### src/rtl/dem_perm_sched.sv
// rtl/dem_perm_sched.sv - per-cycle permutation index scheduler for the 8-element DEM mapper
// Define DEM_PERM_UNIQUE_EN to restrict perm_idx to the 24 distinct permutations (0..23).
module dem_perm_sched #(
  parameter int          FRAME_LEN = 32,
  parameter logic [15:0] SEED_DEF  = 16'hACE1
) (
  input  logic        dem_clk,
  input  logic        reset_n,
  input  logic        enable,
  input  logic        cfg_req,
  input  logic [1:0]  cfg_mode,
  input  logic [4:0]  cfg_step,
  input  logic [4:0]  cfg_fixed,
  input  logic [15:0] cfg_seed,
  output logic        cfg_ack,
  output logic [4:0]  perm_idx,
  output logic        perm_vld,
  output logic        busy,
  output logic        frame_tick
);

  localparam logic [7:0]  CNT_LAST  = 8'(FRAME_LEN - 1);
  localparam logic [15:0] LFSR_TAPS = 16'hB400;

  localparam logic [1:0] MODE_SEQ  = 2'd0;
  localparam logic [1:0] MODE_LFSR = 2'd1;
  localparam logic [1:0] MODE_ROT  = 2'd2;

  typedef enum logic [1:0] {ST_IDLE, ST_RUN, ST_PEND} state_t;

  state_t      state_q, state_d;
  logic [7:0]  cnt_q, cnt_d;
  logic [15:0] lfsr_q, lfsr_d;
  logic [1:0]  mode_q, mode_d;
  logic [4:0]  step_q, step_d;
  logic [4:0]  fixed_q, fixed_d;
  logic [4:0]  perm_idx_q, perm_idx_d;
  logic        cfg_ack_q, cfg_ack_d;

  logic        tick;
  logic        req_ok;
  logic        apply;
  logic [15:0] seed_eff;
  logic [4:0]  fixed_eff;

  function automatic logic [15:0] lfsr_step(input logic [15:0] s);
    return s[0] ? ((s >> 1) ^ LFSR_TAPS) : (s >> 1);
  endfunction

`ifdef DEM_PERM_UNIQUE_EN
  function automatic logic [4:0] wrap24(input logic [5:0] v);
    return (v >= 6'd24) ? 5'(v - 6'd24) : v[4:0];
  endfunction

  function automatic logic [4:0] next_idx(input logic [1:0] mode, input logic [4:0] step,
                                          input logic [4:0] fixed, input logic [4:0] idx,
                                          input logic [4:0] lfsr_lo);
    case (mode)
      MODE_SEQ:  return (idx >= 5'd23) ? 5'd0 : idx + 5'd1;
      MODE_LFSR: return wrap24({1'b0, lfsr_lo});
      MODE_ROT:  return wrap24({1'b0, idx} + {1'b0, wrap24({1'b0, step})});
      default:   return fixed;
    endcase
  endfunction

  assign fixed_eff = wrap24({1'b0, cfg_fixed});
`else
  function automatic logic [4:0] next_idx(input logic [1:0] mode, input logic [4:0] step,
                                          input logic [4:0] fixed, input logic [4:0] idx,
                                          input logic [4:0] lfsr_lo);
    case (mode)
      MODE_SEQ:  return idx + 5'd1;
      MODE_LFSR: return lfsr_lo;
      MODE_ROT:  return idx + step;
      default:   return fixed;
    endcase
  endfunction

  assign fixed_eff = cfg_fixed;
`endif

  // A zero seed would lock the LFSR at zero forever.
  assign seed_eff = (cfg_seed == 16'd0) ? SEED_DEF : cfg_seed;
  assign tick     = (state_q != ST_IDLE) && (cnt_q == CNT_LAST);
  // The ack cycle still sees the requester's cfg_req high; it must not re-trigger.
  assign req_ok   = cfg_req && !cfg_ack_q;

  always_comb begin
    state_d    = state_q;
    cnt_d      = cnt_q;
    lfsr_d     = lfsr_q;
    mode_d     = mode_q;
    step_d     = step_q;
    fixed_d    = fixed_q;
    perm_idx_d = perm_idx_q;
    cfg_ack_d  = 1'b0;
    apply      = 1'b0;

    case (state_q)
      ST_IDLE: begin
        perm_idx_d = 5'd0;
        cnt_d      = 8'd0;
        apply      = req_ok;
        if (enable) state_d = ST_RUN;
      end
      ST_RUN, ST_PEND: begin
        if (!enable) begin
          state_d    = ST_IDLE;
          cnt_d      = 8'd0;
          perm_idx_d = 5'd0;
          apply      = (state_q == ST_PEND);
        end else begin
          cnt_d = tick ? 8'd0 : cnt_q + 8'd1;
          if (state_q == ST_PEND && tick) begin
            // New config drives the first index of the next frame.
            apply      = 1'b1;
            state_d    = ST_RUN;
            perm_idx_d = next_idx(cfg_mode, cfg_step, fixed_eff, perm_idx_q, seed_eff[4:0]);
          end else begin
            if (mode_q == MODE_LFSR) lfsr_d = lfsr_step(lfsr_q);
            perm_idx_d = next_idx(mode_q, step_q, fixed_q, perm_idx_q, lfsr_d[4:0]);
            if (state_q == ST_RUN && req_ok) state_d = ST_PEND;
          end
        end
      end
      default: begin
        state_d    = ST_IDLE;
        cnt_d      = 8'd0;
        perm_idx_d = 5'd0;
      end
    endcase

    if (apply) begin
      mode_d    = cfg_mode;
      step_d    = cfg_step;
      fixed_d   = fixed_eff;
      lfsr_d    = seed_eff;
      cfg_ack_d = 1'b1;
    end
  end

  always_ff @(posedge dem_clk or negedge reset_n) begin
    if (!reset_n) begin
      state_q    <= ST_IDLE;
      cnt_q      <= 8'd0;
      lfsr_q     <= SEED_DEF;
      mode_q     <= MODE_SEQ;
      step_q     <= 5'd1;
      fixed_q    <= 5'd0;
      perm_idx_q <= 5'd0;
      cfg_ack_q  <= 1'b0;
    end else begin
      state_q    <= state_d;
      cnt_q      <= cnt_d;
      lfsr_q     <= lfsr_d;
      mode_q     <= mode_d;
      step_q     <= step_d;
      fixed_q    <= fixed_d;
      perm_idx_q <= perm_idx_d;
      cfg_ack_q  <= cfg_ack_d;
    end
  end

  assign perm_idx   = perm_idx_q;
  assign perm_vld   = (state_q != ST_IDLE);
  assign busy       = (state_q == ST_PEND);
  assign frame_tick = tick;
  assign cfg_ack    = cfg_ack_q;

endmodule
### config.mk
export PLATFORM = sky130hd
export DESIGN_NAME = dem_perm_sched
export DESIGN_NICKNAME = d
export VERILOG_FILES = /design/src/rtl/dem_perm_sched.sv
export SDC_FILE = /design/constraint.sdc
export NUM_CORES = 1
export LEC_CHECK = 0
export BUFFER_PORTS_ARGS = -buffer_cell sky130_fd_sc_hd__buf_2
export CORE_UTILIZATION = 58
export CTS_BUF_LIST = sky130_fd_sc_hd__clkbuf_8 sky130_fd_sc_hd__clkbuf_16
export CTS_CLUSTER_DIAMETER = 60
export CTS_CLUSTER_SIZE = 40
export DETAILED_ROUTE_END_ITERATION = 12
export PLACE_DENSITY = 0.92
export SKIP_LAST_GASP = 1
export SYNTH_ARGS = -nofsm -noshare
export SYNTH_HDL_FRONTEND = slang
export SYNTH_SLANG_ARGS = --single-unit
### constraint.sdc
create_clock -name dem_clk -period 2.6 [get_ports dem_clk]
set_input_delay 0.78 -clock dem_clk [delete_from_list [all_inputs] [get_ports dem_clk]]
set_output_delay 0.78 -clock dem_clk [all_outputs]
set_load 0.02 [all_outputs]
# Yosys cells after proc, flatten, opt, wreduce, memory -nomap -nowiden
# Index checks and enable logic that the tools add are counted.
dict set report word_totals {
  regBits 44
  in_bits 32
  output_inout_bits 9
  elab_cells 65
}
dict set report op_classes {
  addsub 4
  eq_ne 10
  n_mux 24
  bitwise 1
  reduce_logical 17
}
# op n
set ops {}
lappend ops {{$mux 16} 7}
lappend ops {{$pmux 5 s3} 2}
lappend ops {{$mux 8} 3}
lappend ops {{$logic_not 16->1} 1}
lappend ops {{$mux 5} 3}
lappend ops {{$add 5x5->5} 2}
lappend ops {{$add 8x1->8 const B} 1}
lappend ops {{$eq 8x5->1 const B} 1}
lappend ops {{$mux 2} 4}
lappend ops {{$reduce_bool 2->1} 4}
lappend ops {{$eq 2x1->1 const B} 3}
lappend ops {{$eq 2x2->1 const B} 3}
lappend ops {{$logic_not 2->1} 3}
lappend ops {{$add 5x1->5 const B} 1}
lappend ops {{$logic_and 1x1->1} 4}
lappend ops {{$ne 2x2->1 const B} 2}
lappend ops {{$ne 4x4->1 const B} 1}
lappend ops {{$not 3->4} 1}
lappend ops {{$pmux 2 s2} 1}
lappend ops {{$reduce_and 4->1} 1}
lappend ops {{$mux 1} 3}
lappend ops {{$reduce_and 3->1} 1}
lappend ops {{$pmux 1 s2} 1}
lappend ops {{$reduce_and 2->1} 1}
lappend ops {{2 further kinds} 2}

# Logic depth before layout (Yosys ltp)
dict set report logic_depth {
  word_depth 8
  mapped_depth 9
  depth_no_buf 8
}

# Worst setup path before layout
# No wires, ideal clock.
dict set report synth_path {
  path_type {input -> register}
  start {in cfg_step[0]}
  end {reg perm_idx_q[2], in the netlist perm_idx[2]}
  setup_time_ns 0.125
  arrival_time_ns 2.023
  required_time_ns 2.475
  slack_ns 0.451
  path_stages 7
  path_buffers 0
  path_cell_list {ha_1 inv_1 fa_1 xnor2_1 mux4_2 nand2_1 a21oi_1}
}
dict set report synth_between {
  elab_chain_len 5
}
# item line_no
set synth_lines {}
lappend synth_lines {{from (decl)} 12} ;# input logic [4:0] cfg_step,
lappend synth_lines {{$add 5x5->5} 74} ;# MODE_ROT: return idx + step;
lappend synth_lines {{$pmux 5 s3} 71} ;# case (mode)
lappend synth_lines {{$mux 5} 114} ;# if (state_q == ST_PEND && tick) begin
lappend synth_lines {{$mux 5} 107} ;# if (!enable) begin
lappend synth_lines {{$mux 5} 99} ;# case (state_q)
lappend synth_lines {{net perm_idx_d[2]} 37} ;# logic [4:0] perm_idx_q, perm_idx_d;
lappend synth_lines {{to (signal assigned)} 159} ;# perm_idx_q <= perm_idx_d;
lappend synth_lines {{to (decl)} 37}
# The timed path passes the listed nets, and every way through them passes these cells.
# A chain may end at the register's enable or synchronous reset.

# Final worst setup path
dict set report layout_path {
  start {reg state_q[0]}
  end {out frame_tick}
}
dict set report layout_between {
  elab_chain_len 2
}
# item line_no
set layout_lines {}
lappend layout_lines {{from (decl)} 31} ;# state_t state_q, state_d;
lappend layout_lines {{from (signal assigned)} 153} ;# state_q <= state_d;
lappend layout_lines {{$reduce_bool 2->1} 84} ;# assign tick = (state_q != ST_IDLE) && (cnt_q == CNT_LAST);
lappend layout_lines {{$logic_and 1x1->1} 84}
lappend layout_lines {{to (decl)} 19} ;# output logic frame_tick
# No other way between the ends.

==> impl_metrics.prom <==
# TYPE chip_impl_metric gauge
chip_impl_metric{name="powerDensity",unit="nW/um^2"} 1123
chip_impl_metric{name="dr.first_iter.drc_count",unit=""} 184
chip_impl_info{name="run_status",value="finished, final reports clean"} 1
chip_impl_info{name="layout.cells.most_common",value="sky130_fd_sc_hd__buf_2"} 1
chip_impl_metric{name="vdd_drop_max",unit="mV"} 0.6321
chip_impl_metric{name="row_count",unit=""} 25
chip_impl_metric{name="grt_first_pass_wirelength",unit="um"} 10900
chip_impl_info{name="crit_chain",value="inv_1 -> ha_2 -> nor4b_4 -> and3_4 -> buf_2"} 1
chip_impl_metric{name="start_util",unit="%"} 60.50
chip_impl_metric{name="p_leak",unit="nW"} 1.467
chip_impl_info{name="grt_setup_unrepaired",value="false"} 1
chip_impl_metric{name="cts_inserted_buffers",unit=""} 5
chip_impl_metric{name="worst_slew_pin_slew",unit="ps"} 560.1
chip_impl_metric{name="worst_setup_hold_path_clk_slew",unit="ps"} 80
chip_impl_metric{name="min_delay_path_depth",unit=""} 1
chip_impl_metric{name="synth_enable_flop_cells",unit=""} 0
chip_impl_info{name="worst_hold_startpoint",value="cnt_q[0]"} 1
chip_impl_info{name="worst_path_dominant_cell_family",value="simple AND/OR/NAND/NOR gates"} 1
chip_impl_metric{name="min_period_over_period",unit="%"} 95.66
chip_impl_metric{name="relSlewSlack",unit="%"} 62.66
chip_impl_metric{name="ys_types",unit=""} 54
chip_impl_metric{name="synth.net_count",unit=""} 331
chip_impl_metric{name="cp_data_required_time",unit="ps"} 1820
chip_impl_metric{name="syn_area",unit="um^2"} 2877
chip_impl_metric{name="grt_util_all_layers",unit="%"} 27.53
chip_impl_info{name="hold_path.class",value="flop to flop"} 1
chip_impl_metric{name="syn_area_per_cell",unit="um^2"} 10.16
chip_impl_metric{name="part_of_the_yosys_area_used_for_sequential_elements",unit="%"} 38.67
chip_impl_metric{name="drive_gt1_share",unit="%"} 32.50
chip_impl_info{name="setup.worst_path.class",value="flop to output port"} 1
chip_impl_metric{name="routabilityCongestion",unit=""} 0.8740
chip_impl_metric{name="cts_htree_levels",unit=""} 2
chip_impl_metric{name="antenna_cells",unit=""} 0
chip_impl_info{name="crit_slowest_cell",value="sky130_fd_sc_hd__dfrtp_1"} 1
chip_impl_metric{name="place.port_buffers",unit=""} 40
chip_impl_metric{name="drt_pass1_iterations",unit=""} 6
chip_impl_info{name="kind_of_start_point_of_the_critical_path",value="flop"} 1
chip_impl_metric{name="critPathArrivalTime",unit="ps"} 1710
chip_impl_metric{name="ant_nets",unit=""} 0
chip_impl_info{name="yosys.area.top_type",value="sky130_fd_sc_hd__dfrtp_1"} 1
chip_impl_info{name="r2r_start",value="state_q[0]"} 1
chip_impl_metric{name="setup_violations",unit=""} 0
chip_impl_metric{name="ys_async_sr_fraction",unit="%"} 100.0
chip_impl_metric{name="critical_path_buf_inv_count",unit=""} 2
chip_impl_metric{name="finalNetCount",unit=""} 367
chip_impl_metric{name="yosysWarningCount",unit=""} 0
chip_impl_metric{name="grt_antenna_before_repair",unit=""} 0
chip_impl_metric{name="cts_hold_buffers",unit=""} 0
chip_impl_info{name="postSynth.topFlopCell",value="sky130_fd_sc_hd__dfrtp_1"} 1
chip_impl_metric{name="routed_wire_length_per_instance",unit="um"} 17.27
chip_impl_metric{name="vias_per_cell",unit=""} 6.003
chip_impl_info{name="timing.hold.worst_endpoint",value="cnt_q[0]"} 1
chip_impl_info{name="critPathLaunch",value="state_q[0]"} 1
chip_impl_metric{name="remaining_drc_errors",unit=""} 0
chip_impl_metric{name="grt_start_max_net_pins",unit=""} 45
chip_impl_metric{name="hold_viol",unit=""} 0
chip_impl_metric{name="worstPathMaxFanout",unit=""} 4
chip_impl_metric{name="placed_area",unit="um^2"} 3094
chip_impl_info{name="cts_tree",value="yes"} 1
chip_impl_metric{name="routed_wirelength",unit="um"} 6684
chip_impl_info{name="endpoint_kind",value="output port"} 1
chip_impl_metric{name="ys_ff_latch",unit=""} 44
chip_impl_metric{name="ios",unit=""} 41
chip_impl_metric{name="ff2ff_setup_slack",unit="ps"} 390
chip_impl_metric{name="number_of_global_route_vias_before_repair",unit=""} 2220
chip_impl_metric{name="final_cell_area",unit="um^2"} 3197
chip_impl_metric{name="hpwlAfterDp",unit="um"} 4753
chip_impl_info{name="layout.cells.most_common_list",value="sky130_fd_sc_hd__buf_2 (40), sky130_fd_sc_hd__dfrtp_1 (35), sky130_fd_sc_hd__nand2_1 (33)"} 1
chip_impl_metric{name="reg2reg_depth",unit=""} 8
chip_impl_info{name="reg2reg_to",value="lfsr_q[6]"} 1
chip_impl_info{name="synthTopCellsByArea",value="sky130_fd_sc_hd__dfrtp_1 (30%), sky130_fd_sc_hd__dfstp_2 (8.2%), sky130_fd_sc_hd__ha_1 (6.1%)"} 1
chip_impl_metric{name="globalRouteOverflowTotal",unit=""} 0
chip_impl_metric{name="max_cap_violations",unit=""} 0
chip_impl_metric{name="finalMaxSlewViolations",unit=""} 0
chip_impl_metric{name="synthesis.instances",unit=""} 283
chip_impl_metric{name="design.core.area",unit="um^2"} 4755
chip_impl_metric{name="insertion_delay",unit="ps"} 300
chip_impl_metric{name="max_stage_delay",unit="ps"} 410
chip_impl_info{name="cts_root_buffer",value="sky130_fd_sc_hd__clkbuf_8"} 1
chip_impl_metric{name="routed-via-count",unit=""} 2323
chip_impl_metric{name="fillers",unit=""} 399
chip_impl_metric{name="die_width",unit="um"} 72.43
chip_impl_metric{name="layout_overhead_on_the_synthesized_area",unit="%"} 11.14
chip_impl_metric{name="timing.final.crit_period",unit="ps"} 2487
chip_impl_metric{name="skew",unit="ps"} 7.545
chip_impl_metric{name="achievable-frequency",unit="MHz"} 402.1
chip_impl_metric{name="clockBufferDepth",unit=""} 2
chip_impl_metric{name="floorplan_die_area",unit="um^2"} 5245
chip_impl_metric{name="fin_tns_setup",unit="ps"} 0
chip_impl_metric{name="synthDominantCellAreaShare",unit="%"} 30.45
chip_impl_metric{name="cts.sinks",unit=""} 44
chip_impl_metric{name="die_height",unit="um"} 72.43
[worst max-delay path by stage]
stage                     cells after the start           to  slack, ps
after floorplan                               7  perm_idx[2]        450
after global placement                        8  perm_idx[2]        320
after detailed placement                      8  perm_idx[2]        260
after CTS                                     5   frame_tick         20
after global routing                          5   frame_tick         30
final                                         5   frame_tick        110
[kinds of logic (layout without fill, tap and decap cells)]
| group | count (synthesis) | after routing | synth area share (%) |
|---|---|---|---|
| XOR/XNOR | 18 | 18 | 5.481 |
| AO/OA/AOI/OAI | 50 | 50 | 13.62 |
| adder cells (fa/ha/maj) | 16 | 16 | 7.482 |
| buffers and inverters | 30 | 67 | 5.480 |
| AND/OR/NAND/NOR | 104 | 104 | 18.53 |
| flip-flops | 44 | 44 | 38.67 |
| multiplexers | 21 | 21 | 10.74 |
[report_power, final]
part	switching [mW]	total (mW)	leakage, nW	internal, mW
logic	0.912	1.79	0.882	0.883
registers	0.312	1.34	0.534	1.03
clock network	0.238	0.450	0.0510	0.212
total	1.46	3.59	1.47	2.13
[through the flow]
stage | std cells | worst slack, ps | hold slack [ps] | total power, mW | util (%)
finish | 387 | 112.8 | 510.1 | 3.589 | 67.24
global route | 387 | 33.80 | 530.5 | 3.855 | 67.24
floorplan | 283 | 451.5 | 470.9 | 2.713 | -
detailed placement | 378 | 256.6 | 489.0 | 3.112 | 65.08
global placement | 378 | 316.1 | 489.4 | 3.005 | 65.08
CTS | 386 | 21.18 | 508.5 | 3.578 | 67.03
[cells in the mapped netlist, drive strengths merged, types with 2 or more instances]
library cell / count
a21boi: 2
a21oi: 10
a22oi: 3
a31oi: 13
and3: 2
and4: 2
buf: 13
clkbuf: 2
dfrtp: 35
dfstp: 9
fa: 2
ha: 14
inv: 15
mux2: 11
mux2i: 5
mux4: 5
nand2: 39
nand2b: 3
nand3: 10
nand3b: 2
nor2: 28
nor3: 6
nor4: 4
nor4b: 2
o21ai: 8
o22ai: 5
o31ai: 3
xnor2: 9
xor2: 9
[metal layers]
layer | global-route usage [%] | wire [um] | part of all wire [%] | vias to the layer above
met1 | 37.15 | 2691 | 40 | 1113
met2 | 44.13 | 3302 | 49 | 125
met4 | 9.804 | 174 | 2.6 | 0
met5 | 0 | 0 | 0 | -
met3 | 5.833 | 515 | 7.7 | 23
li1 | - | - | - | 1062
[registers in the layout, indices dropped and copies added, names as in the netlist]
signal	cells
cfg_ack	1
cnt_q	8
fixed_q	5
lfsr_q	16
mode_q	2
perm_idx	5
state_q	2
step_q	5
[area by class of cell]
class	instances	area, um^2	share of cell area (%)
timing repair buffer	44	242.7	7.593
clock buffer	6	82.58	2.583
multi-input combinational	209	1609	50.33
inverter	15	56.30	1.761
clock inverter	2	10.01	0.3131
sequential	44	1112	34.79
tap	67	83.83	2.622
[worst register-to-register path, stage by stage, from the launching register on]
cell and delay (ps):
sky130_fd_sc_hd__dfrtp_1 410, sky130_fd_sc_hd__inv_1 80, sky130_fd_sc_hd__ha_2 230, sky130_fd_sc_hd__nor4b_4 290, sky130_fd_sc_hd__buf_4 160, sky130_fd_sc_hd__nand4_2 240
sky130_fd_sc_hd__nand2_2 350, sky130_fd_sc_hd__nand2_1 160, sky130_fd_sc_hd__a31oi_2 220
[repair_timing]
item                                    in CTS  in global routing
gates resized for setup                      0                  1
buffers inserted                             0                  1
endpoints found under the setup margin       0                  1
Note: power is estimated with default switching activity, not from simulation.
